[config.mk]
export PLATFORM = sky130hd
export DESIGN_NAME = fetch_pc_unit
export DESIGN_NICKNAME = d
export VERILOG_FILES = /design/src/rtl/fetch_pkg.sv /design/src/rtl/fetch_pc_unit_if_id_reg.sv /design/src/rtl/fetch_pc_unit.sv
export SDC_FILE = /design/constraint.sdc
export NUM_CORES = 1
export LEC_CHECK = 0
export ABC_CLOCK_PERIOD_IN_PS = 2500
export CORE_ASPECT_RATIO = 0.7
export CORE_MARGIN = 2
export CORE_UTILIZATION = 46
export DETAILED_ROUTE_END_ITERATION = 8
export PLACE_DENSITY = 0.8
export SKIP_LAST_GASP = 1
export SYNTH_ARGS = -nofsm -noshare
export SYNTH_HDL_FRONTEND = slang
export SYNTH_SLANG_ARGS = --single-unit
[constraint.sdc]
create_clock -name clk -period 2.5 [get_ports clk]
set_input_delay 0.375 -clock clk [delete_from_list [all_inputs] [get_ports clk]]
set_output_delay 0.375 -clock clk [all_outputs]
set_load 0.02 [all_outputs]
[src/rtl/fetch_pkg.sv]
// Shared types and constants for the fetch-stage PC unit and its IF/ID register.
package fetch_pkg;

    typedef enum logic [1:0] {
        BOOT   = 2'd0,
        RUN    = 2'd1,
        HALTED = 2'd2
    } fetch_state_t;

    localparam int unsigned PC_INC       = 4;
    localparam logic [63:0] BUBBLE_INSTR = '0;

endpackage

[src/rtl/fetch_pc_unit_if_id_reg.sv]
// IF/ID pipeline register: flush (bubble) beats load, load beats hold.
module if_id_reg
    import fetch_pkg::*;
#(
    parameter int ADDR_W  = 32,
    parameter int INSTR_W = 32
) (
    input  logic               clk,
    input  logic               rst_n,
    input  logic               bubble_i,
    input  logic               load_i,
    input  logic               valid_i,
    input  logic [INSTR_W-1:0] instr_i,
    input  logic [ADDR_W-1:0]  pcplus4_i,
    output logic [INSTR_W-1:0] instr_o,
    output logic [ADDR_W-1:0]  pcplus4_o,
    output logic               valid_o
);

    logic [INSTR_W-1:0] instr_q;
    logic [ADDR_W-1:0]  pcplus4_q;
    logic               valid_q;

    always_ff @(posedge clk or negedge rst_n) begin
        if (!rst_n) begin
            instr_q   <= '0;
            pcplus4_q <= '0;
            valid_q   <= 1'b0;
        end else if (bubble_i) begin
            instr_q   <= BUBBLE_INSTR[INSTR_W-1:0];
            pcplus4_q <= '0;
            valid_q   <= 1'b0;
        end else if (load_i) begin
            instr_q   <= instr_i;
            pcplus4_q <= pcplus4_i;
            valid_q   <= valid_i;
        end
    end

    assign instr_o   = instr_q;
    assign pcplus4_o = pcplus4_q;
    assign valid_o   = valid_q;

endmodule

[src/rtl/fetch_pc_unit.sv]
// Fetch PC register, BOOT/RUN/HALTED sequencer and IF/ID register.
// Optional FETCH_ALIGN_CHECK_EN: word-aligns redirect targets and flags the next valid instruction.
module fetch_pc_unit
    import fetch_pkg::*;
#(
    parameter int                ADDR_W      = 32,
    parameter int                INSTR_W     = 32,
    parameter logic [ADDR_W-1:0] RESET_PC    = 32'h0000_0000,
    parameter int                BOOT_CYCLES = 2
) (
    input  logic               clk,
    input  logic               rst_n,
    input  logic               PCSrcW,
    input  logic [ADDR_W-1:0]  ResultW,
    input  logic               StallF,
    input  logic               StallD,
    input  logic               FlushD,
    input  logic               Halt,
    input  logic [INSTR_W-1:0] InstrF,
    output logic [ADDR_W-1:0]  PCF,
    output logic [INSTR_W-1:0] InstrD,
    output logic [ADDR_W-1:0]  PCPlus4D,
    output logic               ValidD,
`ifdef FETCH_ALIGN_CHECK_EN
    output logic               MisalignD,
`endif
    output logic               Busy
);

    localparam logic [3:0] BOOT_CNT_INIT = 4'(BOOT_CYCLES - 1);

    fetch_state_t      state_q, state_d;
    logic [3:0]        cnt_q, cnt_d;
    logic [ADDR_W-1:0] pcf_q, pcf_d;
    logic [ADDR_W-1:0] pcf_plus4, redirect_pc;
    logic              ifid_bubble, ifid_load, ifid_valid;
    logic              redirect_take;

    assign pcf_plus4     = pcf_q + ADDR_W'(PC_INC);
    assign redirect_take = PCSrcW && (state_q != BOOT);

`ifdef FETCH_ALIGN_CHECK_EN
    assign redirect_pc = {ResultW[ADDR_W-1:2], 2'b00};
`else
    assign redirect_pc = ResultW;
`endif

    always_ff @(posedge clk or negedge rst_n) begin
        if (!rst_n) begin
            state_q <= BOOT;
            cnt_q   <= BOOT_CNT_INIT;
            pcf_q   <= RESET_PC;
        end else begin
            state_q <= state_d;
            cnt_q   <= cnt_d;
            pcf_q   <= pcf_d;
        end
    end

    always_comb begin
        state_d     = state_q;
        cnt_d       = cnt_q;
        pcf_d       = pcf_q;
        ifid_bubble = 1'b0;
        ifid_load   = 1'b0;
        ifid_valid  = 1'b1;
        case (state_q)
            BOOT: begin
                ifid_bubble = 1'b1;
                if (cnt_q == 4'd0) state_d = RUN;
                else               cnt_d   = cnt_q - 4'd1;
            end
            RUN: begin
                if (PCSrcW)       pcf_d   = redirect_pc;
                else if (Halt)    state_d = HALTED;
                else if (!StallF) pcf_d   = pcf_plus4;
                if (FlushD || PCSrcW) begin
                    ifid_bubble = 1'b1;
                end else if (!StallD) begin
                    ifid_load  = 1'b1;
                    ifid_valid = !Halt;
                end
            end
            HALTED: begin
                if (PCSrcW) pcf_d   = redirect_pc;
                if (!Halt)  state_d = RUN;
                // The held PCF is re-fetched in RUN, so nothing is lost here.
                ifid_bubble = FlushD || !StallD;
            end
            default: state_d = BOOT;
        endcase
    end

    if_id_reg #(
        .ADDR_W  (ADDR_W),
        .INSTR_W (INSTR_W)
    ) u_if_id (
        .clk       (clk),
        .rst_n     (rst_n),
        .bubble_i  (ifid_bubble),
        .load_i    (ifid_load),
        .valid_i   (ifid_valid),
        .instr_i   (InstrF),
        .pcplus4_i (pcf_plus4),
        .instr_o   (InstrD),
        .pcplus4_o (PCPlus4D),
        .valid_o   (ValidD)
    );

`ifdef FETCH_ALIGN_CHECK_EN
    logic sticky_q, sticky_d, misalign_q, misalign_d;

    always_comb begin
        sticky_d   = sticky_q;
        misalign_d = misalign_q;
        if (ifid_bubble)    misalign_d = 1'b0;
        else if (ifid_load) misalign_d = ifid_valid && sticky_q;
        if (redirect_take)                      sticky_d = |ResultW[1:0];
        else if (ifid_load && ifid_valid)       sticky_d = 1'b0;
    end

    always_ff @(posedge clk or negedge rst_n) begin
        if (!rst_n) begin
            sticky_q   <= 1'b0;
            misalign_q <= 1'b0;
        end else begin
            sticky_q   <= sticky_d;
            misalign_q <= misalign_d;
        end
    end

    assign MisalignD = misalign_q;
`endif

    assign PCF  = pcf_q;
    assign Busy = (state_q != RUN);

endmodule

# Word level (Yosys, flattened, before mapping)
# Index checks and enable logic that the tools add are counted.
# word_totals
ff_bits	103
input_bits	71
output_inout_bits	98
wordCells	54
# op_classes
add_sub_neg	2
n_eq_ne	10
mux	24
bitwise_logic	1
reduce_logical	11
# ops
operator	n
$mux W32	8
$pmux W32 S2	1
$add A32 B3 Y32 const B	1
$ne A2 B2 Y1 const B	5
$mux W1	9
$mux W2	4
$reduce_and A4 Y1	2
$ne A3 B3 Y1 const B	2
$pmux W2 S3	1
$logic_not A4 Y1	1
$reduce_bool A2 Y1	2
$sub A4 B1 Y4 const B	1
$pmux W1 S3	1
$eq A2 B1 Y1 const B	1
$eq A2 B2 Y1 const B	1
$logic_not A1 Y1	2
$logic_not A2 Y1	1
$logic_or A1 B1 Y1	2
$ne A2 B1 Y1 const B	1
$reduce_and A2 Y1	1
$not A1 Y1	1

# Logic depth before layout (Yosys ltp)
# Gate-level depths: netlist (run 1).
# logic_depth
word_depth	6
ltp_mapped	9

# Hierarchy
# Synthesis (run 1) repeated with hierarchy kept, for this count alone.
# unflattened
cells_unflattened	520
area_unflattened_um2	5350.1
# modules_own_cells
mod	instances	cells_per_inst	area_each_um2
fetch_pc_unit	1	311	2682.6
if_id_reg	1	209	2667.6

# Worst setup path before layout (run 1)
# No wires, ideal clock.
# synth_timing
path_type	register to register
startpoint	register pcf_q[7], in the netlist PCF[7]
endpoint	register u_if_id.pcplus4_q[31], in the netlist u_if_id.pcplus4_o[31]
setup_ns	0.099
arrival_ns	2.394
t_required_ns	2.401
path_slack_ns	0.006
stages_incl_launch_ff	9
path_buffers	3
synth_period_minus_slack_ns	2.494
path_cell_list	dfrtp_1 -> buf_2 -> nand3_2 -> or4_1 -> buf_2 -> or3_1 -> buf_2 -> or3_1 -> a311oi_1
# synth_between
elab_chain_len	3
# synth_rtl
element	line_no	rtl
start, declared	fetch_pc_unit.sv:34	logic [ADDR_W-1:0] pcf_q, pcf_d;
start signal, assigned	fetch_pc_unit.sv:56	pcf_q <= pcf_d;
$add A32 B3 Y32	fetch_pc_unit.sv:39	assign pcf_plus4 = pcf_q + ADDR_W'(PC_INC);
$mux W32	fetch_pc_unit_if_id_reg.sv:33	end else if (load_i) begin
$mux W32	fetch_pc_unit_if_id_reg.sv:29	end else if (bubble_i) begin
end signal, assigned	fetch_pc_unit_if_id_reg.sv:35	pcplus4_q <= pcplus4_i;
end, declared	fetch_pc_unit_if_id_reg.sv:21	logic [ADDR_W-1:0] pcplus4_q;
# Every way passes these cells. The select of a mux whose other input is x is not followed.
# A chain may end at the register's enable or synchronous reset.

# Final worst setup path (run 1)
# layout_timing
startpoint	register pcf_q[4], in the netlist PCF[4]
endpoint	register u_if_id.pcplus4_q[31], in the netlist u_if_id.pcplus4_o[31]
# The elaborated chain is that of the path after synthesis.

==> results of run 1 <==
[per-layer routing]
metal	part of all wire	vias to the layer above	global-route usage
met2	0.45	189	0.378
met4	0.013	0	0.0699
met1	0.46	2342	0.366
met5	0	-	0
li1	-	2324	-
met3	0.081	19	0.0642
[how the worst max path moves through the flow]
stage                       endpoint  slack (ps)  depth (start not counted)
2_1_floorplan  u_if_id.pcplus4_o[31]           6                          8
3_3_place_gp                 PCF[28]         230                          6
3_5_place_dp                 PCF[28]         110                          6
4_1_cts                      PCF[28]          80                          6
5_1_grt        u_if_id.pcplus4_o[31]          20                          5
6_report       u_if_id.pcplus4_o[31]         140                          5
[area by class of cell]
cell class | instances | area [µm²] | share of cell area
Clock buffer | 11 | 253 | 0.0339
Clock inverter | 5 | 56.3 | 0.00756
Inverter | 12 | 45.0 | 0.00604
Multi-Input combinational cell | 406 | 2330 | 0.312
Sequential cell | 103 | 2580 | 0.346
Tap cell | 153 | 191 | 0.0257
Timing Repair Buffer | 202 | 2000 | 0.268
[Yosys cell counts, types with 3 or more instances]
cell | count | share of area
sky130_fd_sc_hd__nand2_1 | 104 | 0.077
sky130_fd_sc_hd__dfrtp_1 | 102 | 0.50
sky130_fd_sc_hd__a21oi_1 | 66 | 0.065
sky130_fd_sc_hd__nor2_1 | 49 | 0.036
sky130_fd_sc_hd__clkbuf_1 | 35 | 0.026
sky130_fd_sc_hd__a211oi_1 | 27 | 0.040
sky130_fd_sc_hd__xor2_1 | 16 | 0.028
sky130_fd_sc_hd__a2bb2oi_1 | 15 | 0.026
sky130_fd_sc_hd__o22ai_1 | 15 | 0.019
sky130_fd_sc_hd__nand3_1 | 14 | 0.014
sky130_fd_sc_hd__o21ai_0 | 14 | 0.014
sky130_fd_sc_hd__xnor2_1 | 13 | 0.022
sky130_fd_sc_hd__inv_1 | 12 | 0.0089
sky130_fd_sc_hd__nor4_1 | 9 | 0.011
sky130_fd_sc_hd__a31oi_1 | 8 | 0.0099
sky130_fd_sc_hd__ha_1 | 6 | 0.015
sky130_fd_sc_hd__nand4_1 | 6 | 0.0074
sky130_fd_sc_hd__nor3_1 | 5 | 0.0049
sky130_fd_sc_hd__o21a_1 | 5 | 0.0074
sky130_fd_sc_hd__buf_1 | 4 | 0.0030
sky130_fd_sc_hd__o22a_1 | 4 | 0.0069
sky130_fd_sc_hd__a22oi_1 | 3 | 0.0044
sky130_fd_sc_hd__and4_1 | 3 | 0.0052
sky130_fd_sc_hd__buf_2 | 3 | 0.0030
sky130_fd_sc_hd__or3_1 | 3 | 0.0037
sky130_fd_sc_hd__or4_1 | 3 | 0.0044
[metrics by stage]
| stage | utilization | std cells |
|---|---|---|
| detailed placement | 0.653 | 875 |
| global placement | 0.653 | 875 |
| CTS | 0.682 | 892 |
| floorplan | - | 564 |
| global route | 0.684 | 892 |
| finish | 0.684 | 892 |
[logic make-up (layout without fill, tap and decap cells)]
| kind of cell | Yosys count | count (layout) | synth area share |
|---|---|---|---|
| multiplexers | 3 | 3 | 0.00641 |
| AO/OA/AOI/OAI | 163 | 163 | 0.202 |
| AND/OR/NAND/NOR | 205 | 205 | 0.176 |
| XOR/XNOR | 29 | 29 | 0.0501 |
| flip-flops | 103 | 103 | 0.508 |
| buffers and inverters | 55 | 230 | 0.0422 |
| adder cells (fa/ha/maj) | 6 | 6 | 0.0148 |
[state kept, by name, summed over array words and instances (netlist names)]
signal and count:
u_if_id.pcplus4_o 32, u_if_id.instr_o 32, u_if_id.valid_o 1, state_q 2
PCF 32, cnt_q 4
[repair_timing]
item / in CTS / in global routing
hold endpoints to repair: 27 / 0
hold buffers: 1 / 0
resized for setup: 0 / 3
endpoints found under the setup margin: 0 / 4
[power by group through the flow]
stage,sequential [mW],clock (mW),combinational [mW]
floorplan,3.02,0,1.72
global placement,2.56,0,3.87
detailed placement,2.60,0,3.96
CTS,2.58,1.49,3.99
global route,2.66,1.54,4.31
finish,2.59,1.46,4.00
[worst reg2reg max path: cells and delay by family, from the launching register on]
family,cells,cell delay [ps]
and+or+nand+nor,4,1500
AOI/OAI and AO/OA,1,260
DFF,1,490
==> flow_metrics.tcl, run 1 <==
set metrics [dict create \
    synth_warnings 0 \
    avgViaCountPerCell 5.46 \
    internal_power_mw 4.69 \
    worstPathRequired_ps 2740 \
    routed_wire_length_per_instance_um 16.6 \
    root_buffer_cell "sky130_fd_sc_hd__clkbuf_16" \
    clock_latency_ps 350 \
    dr_total_vias 4874 \
    final-hold-violation-count 0 \
    cts-htree-levels 3 \
    crit_path_cell_trace "nand3_2, or4_1, or3_1, or3_1, a311oi_1" \
    timing.critical_path.mode_cell "sky130_fd_sc_hd__or3_1" \
    postSynthCellCount 564 \
    cts_setup_buffers 0 \
    setup.worst_path.class "reg2reg" \
    synth_edf_count 0 \
    wirelength_routed_mm 14.8 \
    power.switching_fraction 0.417 \
    worst_hold_path_type "reg2reg" \
    finalPower_mw 8.05 \
    placeableCoreArea_um2 10900 \
    max_slew_headroom_at_the_worst_pin 0.540 \
    finalWorstPathRequiredPeriod_ps 2360 \
    critical_path.reg2reg.endpoint "u_if_id.pcplus4_o[31]" \
    cts_tree "done" \
    final.setup.worst_slack_ps 139 \
    synth_top_flop_cell "sky130_fd_sc_hd__dfrtp_1" \
    hpwlAfterDp_mm 10.5 \
    timing.hold.worst_path_depth 1 \
    synth_nets 641 \
    layout-drive-gt1-share 0.0853 \
    antenna_violations_before_repair 0 \
    port_buffers 168 \
    first_global_vias 4658 \
    clkPwrFrac 0.181 \
    die_footprint_um2 11900 \
    placedInstanceArea_um2 7110 \
    reg2regPathDepth 5 \
    io-pin-count 169 \
    status "finished, final reports clean" \
    clk_transition_reported_paths_ps 70 \
    drc_errors 0 \
    synth_async_sr_flop_share 1.00 \
    timing.max_cap.violations 0 \
    power_switching_mw 3.36 \
    postSynthRegisterBits 103 \
    cp-end-kind "flip-flop" \
    cp_delay_by_family_top "simple AND/OR/NAND/NOR gates" \
    last_weighted_congestion_value_of_the_routability_driven_placer 0.911 \
    synth_cell_type_count 41 \
    worstPathArrival_ps 2610 \
    cts_sinks 103 \
    grt_setup_unrepaired "false" \
    min-delay-start "cnt_q[3]" \
    maximum_number_of_pins_on_one_net_before_global_route_repair 56 \
    slew_limit_fails 0 \
    layout_commonest_cell "sky130_fd_sc_hd__clkdlybuf4s50_1" \
    tightestPinTransition_ps 688 \
    fp-row-count 32 \
    worst_hold_slack_ps 506 \
    cp.buffers_inverters 0 \
    die_x_um 130 \
    share_comb_of_total_power 0.497 \
    setup.reg_to_reg.worst_slack_ps 140 \
    dpl_worst_slack_ps 108 \
    finalInstanceArea_um2 7450 \
    final_cell_mix "sky130_fd_sc_hd__clkdlybuf4s50_1 (167), sky130_fd_sc_hd__nand2_1 (104), sky130_fd_sc_hd__dfrtp_1 (102), sky130_fd_sc_hd__a21oi_1 (65), sky130_fd_sc_hd__nor2_1 (48)" \
    clk_path_buf_depth 2 \
    grt_first_pass_wirelength_mm 23.8 \
    layout.nets 811 \
    r2r-start "PCF[4]" \
    synth_seq_area_share 0.508 \
    first_pass_iters 5 \
    cts_buffers 9 \
    power_per_cell_area_nw_per_um2 1080 \
    mappedNetlistArea_um2 5070 \
    seq_power_share 0.322 \
    final.setup.tns_ps 0 \
    dieHeight_um 91.9 \
    critical_path.max_stage_delay_ps 540 \
    timing.critical_path.fanout_max 8 \
    achievable-frequency_ghz 0.424 \
    grtUsageTotal 0.253 \
    fin_skew_ps 7.57 \
    fill_cells 852 \
    setup_viol_count_final 0 \
    worst_hold_path.endpoint "cnt_q[3]" \
    area_growth_syn_to_layout_pct 46.9 \
    critical-path-slowest-cell "sky130_fd_sc_hd__or4_1" \
    initial_utilization 0.466 \
    global_route.overflow_total 0 \
    min_period_over_period 0.944 \
    antenna_cells_inserted 0 \
    startpoint "PCF[4]" \
    avgSynthCellArea_um2 8.99 \
    leakage_power_of_the_design_nw 2.95 \
    drt_iter0_drc 333 \
    vdd.ir_drop.worst_v 0.000619 \
    drt.antenna.violating_nets 0 \
    setup.worst_path.start_class "flip-flop" \
]
(Power assumes the default switching activity.)
==> inputs of run 2 (changes only) <==
ABC_CLOCK_PERIOD_IN_PS = 2400   (was 2500)
CORE_MARGIN = not set   (was 2)
clock period = 2.4 ns   (was 2.5 ns; I/O delays follow)
==> flow_metrics.tcl, run 2 (synthesis gave the netlist of run 1 again) <==
set metrics [dict create \
    status "finished, final reports clean" \
    maximum_number_of_pins_on_one_net_before_global_route_repair 72 \
    initial_utilization 0.481 \
    cts_sinks 103 \
    cts_buffers 9 \
    last_weighted_congestion_value_of_the_routability_driven_placer 0.827 \
    placeableCoreArea_um2 10600 \
    first_pass_iters 4 \
    setup.worst_path.class "reg2reg" \
    global_route.overflow_total 0 \
    root_buffer_cell "sky130_fd_sc_hd__clkbuf_16" \
    grtUsageTotal 0.266 \
    port_buffers 168 \
    max_slew_headroom_at_the_worst_pin 0.510 \
    layout.nets 813 \
    clk_path_buf_depth 2 \
    io-pin-count 169 \
    worst_hold_path_type "in2async" \
    setup_viol_count_final 0 \
    first_global_vias 4710 \
    clk_transition_reported_paths_ps 70 \
    fin_skew_ps 3.09 \
    achievable-frequency_ghz 0.440 \
    worstPathArrival_ps 2520 \
    cts_tree "done" \
    layout-drive-gt1-share 0.0877 \
    antenna_violations_before_repair 0 \
    layout_commonest_cell "sky130_fd_sc_hd__clkdlybuf4s50_1" \
    drt.antenna.violating_nets 0 \
    grt_first_pass_wirelength_mm 24.1 \
    cp-end-kind "flip-flop" \
    finalPower_mw 8.16 \
    drt_iter0_drc 352 \
    worst_hold_slack_ps 374 \
    tightestPinTransition_ps 735 \
    reg2regPathDepth 7 \
    min_period_over_period 0.947 \
    antenna_cells_inserted 0 \
    power_per_cell_area_nw_per_um2 1100 \
    finalWorstPathRequiredPeriod_ps 2270 \
    post-place-cells 872 \
    vdd.ir_drop.worst_v 0.000583 \
    grt_setup_unrepaired "false" \
    fill_cells 842 \
    hpwlAfterDp_mm 10.6 \
    cts_setup_buffers 0 \
    die_x_um 128 \
    wirelength_routed_mm 14.7 \
    final_cell_mix "sky130_fd_sc_hd__clkdlybuf4s50_1 (167), sky130_fd_sc_hd__nand2_1 (104), sky130_fd_sc_hd__dfrtp_1 (101), sky130_fd_sc_hd__a21oi_1 (65), sky130_fd_sc_hd__nor2_1 (48)" \
    cts-htree-levels 3 \
    slew_limit_fails 0 \
    count_of_placed_standard_cells_in_the_final_layout_fillers_left_out 889 \
    area_growth_syn_to_layout_pct 45.6 \
    leakage_power_of_the_design_nw 2.93 \
    die_footprint_um2 11500 \
    timing.max_cap.violations 0 \
    dieHeight_um 89.9 \
    clock_latency_ps 340 \
    final-hold-violation-count 0 \
    routed_wire_length_per_instance_um 16.6 \
    avgViaCountPerCell 5.55 \
    worstPathRequired_ps 2650 \
    setup.worst_path.start_class "flip-flop" \
    dr_total_vias 4936 \
    timing.critical_path.fanout_max 4 \
    fp-row-count 31 \
    drc_errors 0 \
]
-- run 2: critical path, cell delays in order, from the launching register on --
cell and delay, ps:
sky130_fd_sc_hd__dfrtp_1 410, sky130_fd_sc_hd__ha_1 200, sky130_fd_sc_hd__nand4_1 130, sky130_fd_sc_hd__or4_1 640
sky130_fd_sc_hd__nor4_2 320, sky130_fd_sc_hd__buf_4 170, sky130_fd_sc_hd__xnor2_1 50, sky130_fd_sc_hd__a211oi_1 250
-- run 2: layout make-up --
type / count / area, µm² / share of cell area
clock buffer: 10 / 229 / 0.0310
clock inverter: 6 / 38.8 / 0.00525
inverter: 12 / 45.0 / 0.00610
multi-input combinational: 406 / 2320 / 0.314
sequential: 103 / 2580 / 0.349
tap: 148 / 185 / 0.0251
timing repair buffer: 204 / 1990 / 0.269
-- run 2: layer usage --
layer	vias to the layer above	GRT usage	share of wire
met2	196	0.396	0.45
li1	2334	-	-
met4	0	0.0933	0.022
met3	27	0.0607	0.074
met5	-	0	0
met1	2379	0.379	0.46
-- run 2: worst paths after layout --
check	startpoint	end	slack, ps
worst max-delay path	PCF[3]	u_if_id.pcplus4_o[28]	130
worst min-delay path	rst_n	u_if_id.instr_o[19]	370
worst max register to register	PCF[3]	u_if_id.pcplus4_o[28]	130
worst min register to register	cnt_q[3]	cnt_q[3]	500
max in group asynchronous	rst_n	cnt_q[0]	1360
min in group clk	cnt_q[3]	cnt_q[3]	500
-- run 2: through the flow --
stage                     TNS [ps]  utilization  worst slack (ps)  cell area, µm²
final                            0        0.700               127            7390
after global routing             0        0.700              20.4            7390
after CTS                        0        0.699              94.4            7380
after detailed placement         0        0.673               165            7100
after global placement           0        0.673               214            7100
after floorplan               -281            -             -67.6            5080
-- run 2: repair_timing --
item / CTS / global route
resized for setup: 0 / 2
setup endpoints to repair: 0 / 2
endpoints found under the hold margin: 4 / 0
hold buffers: 1 / 0
-- run 2: power breakdown --
group	switching [mW]	internal, mW	leakage [nW]
clock network	0.648	0.700	0.128
logic	2.33	1.81	1.47
registers	0.489	2.18	1.33
total	3.47	4.69	2.93
==> inputs of run 3 (changes only) <==
--- a/constraint.sdc
+++ b/constraint.sdc
@@ -3,2 +3,2 @@
 set_output_delay 0.36 -clock clk [all_outputs]
-set_load 0.02 [all_outputs]
+set_load 0.1 [all_outputs]
==> flow_metrics.tcl, run 3 (synthesis gave the netlist of run 1 again) <==
set metrics [dict create \
    status "finished, final reports clean" \
    grt_first_pass_wirelength_mm 24.3 \
    timing.max_cap.violations 0 \
    layout_commonest_cell "sky130_fd_sc_hd__buf_4" \
    setup.worst_path.start_class "flip-flop" \
    cts_sinks 103 \
    drc_errors 0 \
    cp-end-kind "flip-flop" \
    worst_hold_path_type "reg2reg" \
    drt_iter0_drc 400 \
    achievable-frequency_ghz 0.441 \
    grtUsageTotal 0.268 \
    cts-htree-levels 3 \
    maximum_number_of_pins_on_one_net_before_global_route_repair 64 \
    groute.layer.met3.usage 0.0696 \
    fp-row-count 31 \
    global_route.overflow_total 0 \
    avgViaCountPerCell 5.54 \
    initial_utilization 0.481 \
    dieHeight_um 89.9 \
    clock_latency_ps 340 \
    port_buffers 168 \
    cts_setup_buffers 0 \
    first_global_vias 4662 \
    wirelength_routed_mm 14.6 \
    root_buffer_cell "sky130_fd_sc_hd__clkbuf_16" \
    setup_viol_count_final 0 \
    cts_tree "done" \
    tightestPinTransition_ps 976 \
    hpwlAfterDp_mm 10.6 \
    die_footprint_um2 11500 \
    final_cell_mix "sky130_fd_sc_hd__buf_4 (127), sky130_fd_sc_hd__nand2_1 (104), sky130_fd_sc_hd__dfrtp_1 (82), sky130_fd_sc_hd__clkdlybuf4s50_1 (69), sky130_fd_sc_hd__a21oi_1 (65)" \
    clk_path_buf_depth 2 \
    max_slew_headroom_at_the_worst_pin 0.349 \
    last_weighted_congestion_value_of_the_routability_driven_placer 0.838 \
    global_route.usage.met2 0.401 \
    layout-drive-gt1-share 0.241 \
    critical-path-slowest-cell "sky130_fd_sc_hd__or4_1" \
    slew_limit_fails 0 \
    antenna_violations_before_repair 0 \
    postLayoutCoreUtil 0.682 \
    power_per_cell_area_nw_per_um2 1490 \
    cp.buffers_inverters 0 \
    fraction_of_met1_tracks_used_by_global_routing 0.391 \
    worstPathArrival_ps 2510 \
    finalWorstPathRequiredPeriod_ps 2270 \
    io-pin-count 169 \
    leakage_power_of_the_design_nw 3.07 \
    die_x_um 128 \
    area_growth_syn_to_layout_pct 41.8 \
    drt.antenna.violating_nets 0 \
    vdd.ir_drop.worst_v 0.00107 \
    min_period_over_period 0.944 \
    placeableCoreArea_um2 10600 \
    cts_buffers 9 \
    timing.critical_path.fanout_max 8 \
    fill_cells 852 \
    crit_path_cell_trace "nand3_2, or4_1, or3_1, or3_1, a311oi_1" \
    final-hold-violation-count 0 \
    multi_input_comb_area_um2 2310 \
    first_pass_iters 5 \
    worstPathRequired_ps 2650 \
    cp_delay_by_family_top "simple AND/OR/NAND/NOR gates" \
    layout.nets 811 \
    timing.critical_path.mode_cell "sky130_fd_sc_hd__or3_1" \
    setup.worst_path.class "reg2reg" \
    grt_busiest_layer "met2" \
    finalPower_mw 10.7 \
    antenna_cells_inserted 0 \
    fin_skew_ps 6.83 \
    routed_wire_length_per_instance_um 16.4 \
    dr_total_vias 4911 \
    critical_path.max_stage_delay_ps 510 \
    clk_transition_reported_paths_ps 70 \
    grt_setup_unrepaired "false" \
    final-seq-area_um2 2620 \
]
-- run 3: changes by cell type in the layout (fill, tap and decap cells not counted), sizes merged --
cell and delta:
clkdlybuf4s50 -98, buf +96, inv +3, clkinvlp -1, clkinv -2
-- run 3: final timing paths --
path                       startpoint                    end  slack, ps  depth (start not counted)
max in group asynchronous       rst_n               cnt_q[0]       1210                          3
min                          cnt_q[3]               cnt_q[3]        500                          1
min in group asynchronous       rst_n    u_if_id.instr_o[23]        510                          2
max reg2reg                    PCF[7]  u_if_id.pcplus4_o[31]        130                          5
max                            PCF[7]  u_if_id.pcplus4_o[31]        130                          5
min reg2reg                  cnt_q[3]               cnt_q[3]        500                          1
-- run 3: worst register-to-register path, cell delays in order (launching register included) --
cell and delay, ps:
sky130_fd_sc_hd__dfrtp_4 480, sky130_fd_sc_hd__nand3_2 160, sky130_fd_sc_hd__or4_1 510, sky130_fd_sc_hd__or3_1 410, sky130_fd_sc_hd__or3_1 370, sky130_fd_sc_hd__a311oi_1 250
-- run 3: layout make-up --
cell class | count | area share
Inverter | 12 | 0.00626
Timing Repair Buffer | 202 | 0.244
Multi-Input combinational cell | 406 | 0.321
Tap cell | 148 | 0.0257
Sequential cell | 103 | 0.364
Clock buffer | 10 | 0.0318
Clock inverter | 6 | 0.00713
-- run 3: per-layer routing --
| layer | up-vias | routed length [µm] |
|---|---|---|
| met4 | 0 | 136 |
| met3 | 13 | 1190 |
| met5 | - | 0 |
| met2 | 195 | 6530 |
| li1 | 2333 | - |
| met1 | 2370 | 6690 |
-- run 3: power breakdown --
group	internal, mW	switching (mW)	leakage (nW)
combinational	1.63	4.91	1.62
sequential	2.24	0.575	1.32
clock	0.720	0.679	0.134
total	4.58	6.16	3.07
-- run 3: timing repair --
action | in CTS | in global routing
resized for setup | 0 | 0
hold buffers | 1 | 0
hold endpoints to repair | 13 | 0
-- run 3: per-stage QoR --
stage	TNS (ps)	instance area (µm²)	setup WS, ps	hold WS (ps)	cells
6_report	0	7190	135	499	887
4_1_cts	0	7190	138	497	887
5_1_grt	0	7190	33.3	526	887
3_3_place_gp	0	6900	194	358	870
3_5_place_dp	0	6900	150	362	870
2_1_floorplan	-1190	5120	-232	64.4	564
